==> src/rtl/apb4_rtc_tick.sv <==
// APB4 RTC tick generator: divides pclk or a synchronized ext clock.
// Optional `RTC_TICK_FILTER_EN adds a 3-sample majority filter on ext_clk_i.
module apb4_rtc_tick #(
    parameter int RTC_DIV_WIDTH = 16
) (
    input  logic        pclk,
    input  logic        presetn,
    input  logic [31:0] paddr,
    input  logic        psel,
    input  logic        penable,
    input  logic        pwrite,
    input  logic [31:0] pwdata,
    output logic [31:0] prdata,
    output logic        pready,
    output logic        pslverr,
    input  logic        ext_clk_i,
    output logic        rtc_clk_o,
    output logic        tick_irq_o
);
    localparam int W = RTC_DIV_WIDTH;

    logic         wr, rd, clr;
    logic [3:0]   idx;
    logic         en_q, en_d, src_q, src_d, tie_q, tie_d;
    logic [W-1:0] div_q, div_d, div_act_q, div_act_d, cnt_q, cnt_d;
    logic         rtc_q, rtc_d, rise_q, rise_d, tickf_q, tickf_d;
    logic         sync1_q, sync2_q, edge_q, lvl, ext_ev, ev;
    logic         unused_ok;
`ifdef RTC_TICK_FILTER_EN
    logic [2:0]   filt_q;
`endif

    assign idx       = paddr[5:2];
    assign wr        = psel & penable & pwrite;
    assign rd        = psel & penable & ~pwrite;
    assign clr       = wr & (idx == 4'd3) & pwdata[0];
    assign pready    = 1'b1;
    assign pslverr   = 1'b0;
    assign rtc_clk_o = rtc_q;
    assign tick_irq_o = tickf_q & tie_q;
    assign unused_ok = ^{paddr[31:6], paddr[1:0], pwdata};

`ifdef RTC_TICK_FILTER_EN
    // Majority of the last three synchronized samples suppresses short glitches.
    always_comb begin
        lvl = (filt_q[0] & filt_q[1]) | (filt_q[1] & filt_q[2])
            | (filt_q[0] & filt_q[2]);
    end
`else
    // Without the filter the synchronizer output feeds edge detection directly.
    always_comb begin
        lvl = sync2_q;
    end
`endif

    // Source event select: every cycle for pclk, rising edges for ext.
    always_comb begin
        ext_ev = lvl & ~edge_q;
        ev     = src_q ? ext_ev : 1'b1;
    end

    // Register writes; CTRL and DIV hold unless addressed.
    always_comb begin
        en_d  = en_q;
        src_d = src_q;
        tie_d = tie_q;
        div_d = div_q;
        if (wr && idx == 4'd0) begin
            en_d  = pwdata[0];
            src_d = pwdata[1];
            tie_d = pwdata[2];
        end
        if (wr && idx == 4'd1) begin
            div_d = pwdata[W-1:0];
        end
    end

    // Prescaler: DIV is picked up only at terminal count or while disabled.
    always_comb begin
        cnt_d     = cnt_q;
        rtc_d     = rtc_q;
        div_act_d = div_act_q;
        if (!en_q) begin
            cnt_d     = '0;
            rtc_d     = 1'b0;
            div_act_d = div_q;
        end else if (ev) begin
            if (cnt_q == div_act_q) begin
                cnt_d     = '0;
                rtc_d     = ~rtc_q;
                div_act_d = div_q;
            end else begin
                cnt_d = cnt_q + W'(1);
            end
        end
        rise_d  = rtc_d & ~rtc_q;
        tickf_d = rise_q | (tickf_q & ~clr);
    end

    // Read mux, zero outside the read access phase.
    always_comb begin
        prdata = '0;
        if (rd) begin
            case (idx)
                4'd0:    prdata = {29'd0, tie_q, src_q, en_q};
                4'd1:    prdata = 32'(div_q);
                4'd2:    prdata = 32'(cnt_q);
                4'd3:    prdata = {31'd0, tickf_q};
                default: prdata = '0;
            endcase
        end
    end

    // Synchronizer and edge flop run continuously regardless of SRC.
    always_ff @(posedge pclk or negedge presetn) begin
        if (!presetn) begin
            sync1_q <= 1'b0;
            sync2_q <= 1'b0;
            edge_q  <= 1'b0;
`ifdef RTC_TICK_FILTER_EN
            filt_q  <= 3'd0;
`endif
        end else begin
            sync1_q <= ext_clk_i;
            sync2_q <= sync1_q;
            edge_q  <= lvl;
`ifdef RTC_TICK_FILTER_EN
            filt_q  <= {filt_q[1:0], sync2_q};
`endif
        end
    end

    // Control, prescaler and flag state.
    always_ff @(posedge pclk or negedge presetn) begin
        if (!presetn) begin
            en_q      <= 1'b0;
            src_q     <= 1'b0;
            tie_q     <= 1'b0;
            div_q     <= '0;
            div_act_q <= '0;
            cnt_q     <= '0;
            rtc_q     <= 1'b0;
            rise_q    <= 1'b0;
            tickf_q   <= 1'b0;
        end else begin
            en_q      <= en_d;
            src_q     <= src_d;
            tie_q     <= tie_d;
            div_q     <= div_d;
            div_act_q <= div_act_d;
            cnt_q     <= cnt_d;
            rtc_q     <= rtc_d;
            rise_q    <= rise_d;
            tickf_q   <= tickf_d;
        end
    end
endmodule

==> config.mk <==
export PLATFORM = sky130hd
export DESIGN_NAME = apb4_rtc_tick
export DESIGN_NICKNAME = d
export VERILOG_FILES = /design/src/rtl/apb4_rtc_tick.sv
export SDC_FILE = /design/constraint.sdc
export NUM_CORES = 1
export LEC_CHECK = 0
export CAP_MARGIN = 20
export CELL_PAD_IN_SITES_DETAIL_PLACEMENT = 1
export CELL_PAD_IN_SITES_GLOBAL_PLACEMENT = 1
export CORE_MARGIN = 2
export CORE_UTILIZATION = 35
export DETAILED_ROUTE_END_ITERATION = 8
export HOLD_SLACK_MARGIN = 0.03
export PLACE_DENSITY_LB_ADDON = 0.05
export SLEW_MARGIN = 20
export SYNTH_ARGS = -nofsm -noshare
export SYNTH_HDL_FRONTEND = slang
export SYNTH_SLANG_ARGS = --single-unit
==> constraint.sdc <==
create_clock -name pclk -period 2.15 [get_ports pclk]
set_input_delay 0.43 -clock pclk [delete_from_list [all_inputs] [get_ports pclk]]
set_output_delay 0.43 -clock pclk [all_outputs]
set_load 0.02 [all_outputs]
* Yosys cells after proc, flatten, opt, wreduce, memory -nomap -nowiden
Index checks and enable logic that the tools add are counted.
Word-level totals: output and inout port bits 36, flip-flop bits (word level) 57, logic and storage cells 49, input port bits 70
Operators by class: multiplexer cells 12, equality and inequality tests 6, reductions and logical operators 4, add/subtract/negate cells 1, bitwise operators 14
Operator list (number):
- 16-bit 2-to-1 mux | 7
- 16-bit one-hot mux with 4 select lines | 1
- 16-bit by 1-bit adder with 16-bit output (second input constant) | 1
- 16-bit equality test | 1
- 1-bit bitwise AND | 9
- 4-bit by 2-bit equality test with 1-bit output (second input constant) | 2
- 4-bit by 1-bit equality test with 1-bit output (second input constant) | 1
- 4-bit zero test | 1
- 1-bit 2-to-1 mux | 4
- 2-bit by 1-bit != test with 1-bit output (second input constant) | 2
- 1-bit NOT | 4
- 1-bit logical AND | 2
- 2-bit AND reduction | 1
- 1-bit bitwise OR | 1

* Longest topological paths before layout
Gate-level depths: netlist of run 1.
depth after elaboration 7, depth in mapped cells 7, mapped depth without buffers 6

* Worst setup path after synthesis of run 1
Ideal clock, no wire load.
path type input -> output, start point in paddr[5], end point out prdata[10], data arrival time 1612 ps, data required time 1720 ps, stages 6, path buffers 1, setup slack 108 ps, path through nor2_1 -> nand2_1 -> nor2_1 -> clkbuf_1 -> a22oi_1 -> nor2_1
On the way: cells in the longest elaborated chain, start to end 3, elaborated cells on any way between the ends 6, those cells by class 3 x eq/ne; 2 x mux; 1 x reduce/logical
RTL lines:
- from (decl) | RTL line 8 | input logic [31:0] paddr,
- 4-bit by 2-bit equality test with 1-bit output, or another cell as far along | RTL line 104 | case (idx)
- 16-bit one-hot mux with 4 select lines (*) | RTL line 104
- 16-bit 2-to-1 mux (*) | RTL line 103 | if (rd) begin
- to (decl) | RTL line 13 | output logic [31:0] prdata,
Every way passes the cells marked *; elsewhere a longest branch is shown, timed or not.

* Final worst setup path of run 1
start point in pwrite, end point out prdata[2]
On the way: cells in the longest elaborated chain, start to end 3
RTL lines:
- from (decl) | RTL line 11 | input logic pwrite,
- 1-bit NOT | RTL line 35 | assign rd = psel & penable & ~pwrite;
- 1-bit bitwise AND | RTL line 35
- 16-bit 2-to-1 mux | RTL line 103
No other way between the ends.

==> results of run 1 <==
## per-layer routing
layer	global-route usage, %	part of all wire (%)	vias to the layer above
met5	0	0	-
met4	5.06	1.0	0
met3	2.91	3.1	9
met2	26.7	44	46
met1	28.5	52	1191
li1	-	-	1134
## through the flow
| stage | util (%) | setup WS, ns | std cells |
|---|---|---|---|
| after global placement | 43.4 | -0.555 | 458 |
| after global routing | 45.3 | 0.00464 | 475 |
| after detailed placement | 43.4 | -0.604 | 458 |
| after CTS | 45.5 | 0.0169 | 475 |
| final | 45.3 | 0.0595 | 475 |
| after floorplan | - | 0.108 | 311 |
## flip-flops by register name, indices dropped and copies added (netlist names)
register / cells
cnt_q: 16
div_act_q: 16
div_q: 16
edge_q: 1
en_q: 1
lvl: 1
rise_q: 1
rtc_clk_o: 1
src_q: 1
sync1_q: 1
tickf_q: 1
tie_q: 1
## worst register-to-register path, delay by kind of cell (launching register included)
family | cells | cell delay [ns]
xor gates and xnor gates | 1 | 0.16
muxes | 1 | 0.36
and+or+nand+nor | 2 | 0.42
buffers and inverters | 2 | 0.37
AOI/OAI and AO/OA | 1 | 0.18
DFF | 1 | 0.42
## power groups by stage
| stage | Clock, mW | Sequential (mW) | Combinational [mW] |
|---|---|---|---|
| detailed placement | 0 | 1.32 | 0.568 |
| finish | 1.02 | 1.30 | 0.563 |
| global route | 1.10 | 1.31 | 0.621 |
| floorplan | 0 | 1.28 | 0.398 |
| CTS | 1.06 | 1.30 | 0.574 |
| global placement | 0 | 1.31 | 0.560 |
## how the worst min path moves through the flow
stage / end / slack (ns)
2_1_floorplan: cnt_q[0] / 0.13
3_3_place_gp: lvl / 0.34
3_5_place_dp: lvl / 0.34
4_1_cts: cnt_q[2] / 0.10
5_1_grt: rise_q / 0.11
6_report: rise_q / 0.08
## repair_timing
action | CTS | global route
pin swaps | 3 | 0
setup endpoints to repair | 16 | 4
cloned | 1 | 0
gates resized for setup | 75 | 6
## cell usage after synthesis, types with 5 or more instances
cell and number:
nor2_1 34, and2_1 5, xor2_1 21, buf_4 18, mux2_4 10, nand3_1 12
a22oi_1 13, mux2_2 20, mux2_1 5, dfrtp_1 57, a31oi_1 5, nand2_1 22
clkbuf_1 9, o21ai_0 8
## cell type report
type | instances | area, sq um | share of cell area [%]
Multi-Input combinational cell | 216 | 1540 | 38.9
Sequential cell | 57 | 1430 | 36.1
Timing Repair Buffer | 75 | 636 | 16.1
Clock buffer | 10 | 138 | 3.48
Tap cell | 108 | 135 | 3.42
Clock inverter | 6 | 67.6 | 1.71
Inverter | 3 | 11.3 | 0.285
## cells by family (layout without fill, tap and decap cells)
group | Yosys count | after routing | share of synthesized area, %
AND/OR/NAND/NOR | 101 | 101 | 16.9
flip-flops | 57 | 57 | 45.5
multiplexers | 38 | 38 | 15.1
buffers and inverters | 38 | 94 | 7.94
AO/OA/AOI/OAI | 37 | 37 | 8.02
XOR/XNOR | 21 | 21 | 5.87
other | 2 | 18 | 0.240
adder cells (fa/ha/maj) | 1 | 1 | 0.399
==> results.toml, run 1 <==
[sta]
hold_slack_ns = 0.0833
min_period_ns = 2.09
hold_viol_final = 0
finalMaxSlewViolations = 0
clock_skew_ns = 0.00738
fmax_mhz = 478
finalCritPeriodShare_pct = 97.2
final.setup.tns_ns = 0
setup_violations = 0
rsz0062_at_grt = "false"

[pwr]
ir_drop_mv = 0.361
switching_share_pct = 29.1
switchingPower_mw = 0.839
p_leak_nw = 1.87
power_density_nw_per_um2 = 730
clock_power_share_pct = 35.5
power_frac_comb_pct = 19.5
p_seq_share_pct = 44.9
power.internal_mw = 2.04
p_total_mw = 2.88

[clocking]
insertion_delay_ns = 0.33
cts_setup_buffers = 0
cts_made_buffers = 9
clk_path_buf_depth = 2
clockRootBuffer = "clkbuf_8"
ctsHoldBuffers = 0
cts_tree = "yes"
clkTransAtPathRegs_ns = 0.07
cts_sinks = 57
cts_max_level = 3

[cells_and_area]
areaGrowthSynthToFinish_pct = 26.0
final_cell_mix = "dfrtp_1 (57), nor2_1 (32), buf_4 (32), clkdlybuf4s50_1 (22)"
drive_gt1_share_pct = 29.4
fin_nets = 433
fillers = 969
final_common_cell = "dfrtp_1"
antenna_cells = 0
fin_area_sq_um = 3950

[worst_setup_path]
path_max_fanout = 16
crit_family = "buffers and inverters"
setup.worst_path.end_class = "output pin"
critical_path_buf_inv_count = 3
critPathRequiredTime_ns = 1.72
criticalPathCategory = "in2out"
crit_path_start_kind = "input pin"
critPathCapture = "prdata[2]"
r2r_setup_slack_ns = 0.12
r2r_cells = 7
cp.depth = 5
worstPathArrival_ns = 1.66
r2r-end = "div_act_q[0]"
slowest_stage = "clkdlybuf4s50_1"
cp_slowest_stage_delay_ns = 0.42
worstReg2RegStart = "div_act_q[9]"
crit_chain = "clkdlybuf4s50_1 -> nand4b_1 -> buf_4 -> nor2_1 -> clkdlybuf4s15_1"
crit_start = "pwrite"

[global_route]
grt_pass1_vias = 2491
grt_pass1_wl_mm = 13.8
antenna_found_initial = 0
track_usage_pct = 18.4
grt_max_degree = 58
grt.overflow.total = 0

[yosys]
yosys_warnings = 0
ys_seq_area_share_pct = 45.5
synth_flop_cell = "dfrtp_1"
synthCells = 295
yosys.area.top_type = "dfrtp_1"
synth-edff-count = 0
synth-seq-cells = 57
syn_area_sq_um = 3140
synth_top_area_share_pct = 45.5
synth_cell_type_count = 45
synth_area_leaders = "dfrtp_1 (45%), mux2_2 (7.2%), xor2_1 (5.9%)"
avgSynthCellArea_sq_um = 10.6
postSynth.asyncResetShare_pct = 100

[drt]
post-route-drc-count = 0
wirelength_mm = 8.39
firstDrtPassIters = 4
vias_per_cell = 5.01
detail-route-antenna-nets = 0
wl_per_cell_um = 17.7
drt-initial-drc-count = 76
vias = 2380

[floorplanning]
design.core.area_sq_um = 8720
chipWidth_um = 98.7
start_util_pct = 36.0
die_area_sq_um = 9730
pin_count = 106
die_h_um = 98.7
rows = 34

[flow_run]
drv_cap = 0

[min_path]
hold_class = "in2async"

[placement]
gp_congestion = 0.777
dpl_cell_area_sq_um = 3790
dp_hpwl_mm = 6.04
io_buffers = 43

[run_status]
status = "complete, no violations"
(Power assumes the default switching activity.)
==> run 2: changes to the inputs <==
--- a/config.mk
+++ b/config.mk
@@ -13,6 +13,7 @@
 export DETAILED_ROUTE_END_ITERATION = 8
 export HOLD_SLACK_MARGIN = 0.03
 export PLACE_DENSITY_LB_ADDON = 0.05
+export RECOVER_POWER = 50
 export SLEW_MARGIN = 20
 export SYNTH_ARGS = -nofsm -noshare
 export SYNTH_HDL_FRONTEND = slang
==> results.toml, run 2 (synthesis gave the netlist of run 1 again) <==
[run_status]
status = "complete, no violations"

[worst_setup_path]
setup.worst_path.end_class = "output pin"
r2r_cells = 7
criticalPathCategory = "in2out"
crit_path_start_kind = "input pin"
r2r_setup_slack_ns = 0.12
worstPathArrival_ns = 1.66
path_max_fanout = 16
critPathRequiredTime_ns = 1.72
r2r-end = "div_act_q[0]"
worstReg2RegStart = "div_act_q[9]"

[min_path]
min-delay-start = "sync1_q"
holdPathStages = 0
hold_end = "lvl"
hold_class = "reg2reg"

[cells_and_area]
final_common_cell = "dfrtp_1"
antenna_cells = 0
fin_nets = 433
fillers = 974
final_cell_mix = "dfrtp_1 (57), nor2_1 (32), buf_4 (31)"
areaGrowthSynthToFinish_pct = 24.9
largest_registers = "cnt_q x16, div_act_q x16, div_q x16"
drive_gt1_share_pct = 29.2
finalNonFillerCells = 475

[global_route]
grt_pass1_vias = 2491
grt_max_degree = 58
grt.overflow.total = 0
grt_pass1_wl_mm = 13.8
antenna_found_initial = 0
track_usage_pct = 18.4

[clocking]
cts_made_buffers = 9
cts_max_level = 3
clkTransAtPathRegs_ns = 0.07
clockRootBuffer = "clkbuf_8"
insertion_delay_ns = 0.33
clk_path_buf_depth = 2
cts_sinks = 57
cts_tree = "yes"

[sta]
rsz0062_at_grt = "false"
max_slew.worst_pin.slew_ns = 1.42
fmax_mhz = 478
slew_headroom_pct = 5.19
min_period_ns = 2.09
finalMaxSlewViolations = 0
fin_ws_ns = 0.0599
setup_violations = 0
finalCritPeriodShare_pct = 97.2
hold_viol_final = 0
clock_skew_ns = 0.00706

[pwr]
p_total_mw = 2.87
power_density_nw_per_um2 = 733
p_leak_nw = 1.85
ir_drop_mv = 0.360

[floorplanning]
design.core.area_sq_um = 8720
rows = 34
pin_count = 106
start_util_pct = 36.0
die_area_sq_um = 9730
chipWidth_um = 98.7
die_h_um = 98.7

[placement]
dp_slack_ns = -0.604
gp_congestion = 0.777
io_buffers = 43
placedCellCount = 458
dp_hpwl_mm = 6.04

[drt]
firstDrtPassIters = 4
detail-route-antenna-nets = 0
vias_per_cell = 5.01
post-route-drc-count = 0
vias = 2382
wl_per_cell_um = 17.6
wirelength_mm = 8.37
drt-initial-drc-count = 68

[flow_run]
drv_cap = 0
-- run 2: cell types whose count changed in the layout (fill, tap and decap cells not counted) --
cell             before  now
buf_12                3    1
buf_4                32   31
clkbuf_1              0    1
clkbuf_2              4    6
clkdlybuf4s50_1      22   21
dlygate4sd3_1         0    1
-- run 2: report_power, final --
group / leakage, nW / total (mW) / switching, mW / internal (mW)
registers: 0.763 / 1.30 / 0.104 / 1.19
clock network: 0.0985 / 1.02 / 0.451 / 0.568
logic: 0.992 / 0.558 / 0.278 / 0.280
total: 1.85 / 2.87 / 0.833 / 2.04
-- run 2: per-layer routing --
metal / track usage, % / wire length (um) / vias to the layer above
met5: 0 / 0 / -
met1: 28.5 / 4290 / 1197
met4: 5.06 / 76 / 0
met2: 26.7 / 3750 / 43
li1: - / - / 1134
met3: 2.91 / 250 / 8
-- run 2: timing repair --
| item | CTS | global route |
|---|---|---|
| resized for setup | 75 | 6 |
| hold buffers | 0 | 0 |
| setup buffers | 0 | 0 |
| cloned | 1 | 0 |
| pin swaps | 3 | 0 |
| setup endpoints to repair | 16 | 4 |
-- run 2: how the worst max path moves through the flow --
stage	from	endpoint	slack [ns]	cells after the start
after detailed placement	paddr[5]	prdata[10]	-0.60	8
after CTS	paddr[3]	prdata[2]	0.02	6
after global routing	pwrite	prdata[2]	0.005	5
after floorplan	paddr[5]	prdata[10]	0.11	6
after global placement	paddr[5]	prdata[10]	-0.56	8
final	pwrite	prdata[2]	0.06	5
-- run 2: worst max-delay path, cell delays in order --
cell             delay (ns)
clkdlybuf4s50_1        0.42
nand4b_1               0.17
buf_4                  0.21
nor2_1                 0.11
clkdlybuf4s15_1        0.31
-- run 2: through the flow --
stage / instance area, sq um / hold WS (ns) / setup TNS, ns / util (%)
detailed placement: 3790 / 0.336 / -10.28 / 43.4
CTS: 3970 / 0.101 / 0 / 45.5
floorplan: 3200 / 0.134 / 0 / -
global route: 3920 / 0.386 / 0 / 44.9
finish: 3920 / 0.352 / 0 / 44.9
global placement: 3790 / 0.338 / -8.38 / 43.4
-- run 2: layout make-up --
class,instances,area [sq um],area share (%)
Clock buffer,10,138,3.51
Clock inverter,6,67.6,1.72
Inverter,3,11.3,0.287
Multi-Input combinational cell,216,1540,39.3
Sequential cell,57,1430,36.4
Tap cell,108,135,3.45
Timing Repair Buffer,75,602,15.4
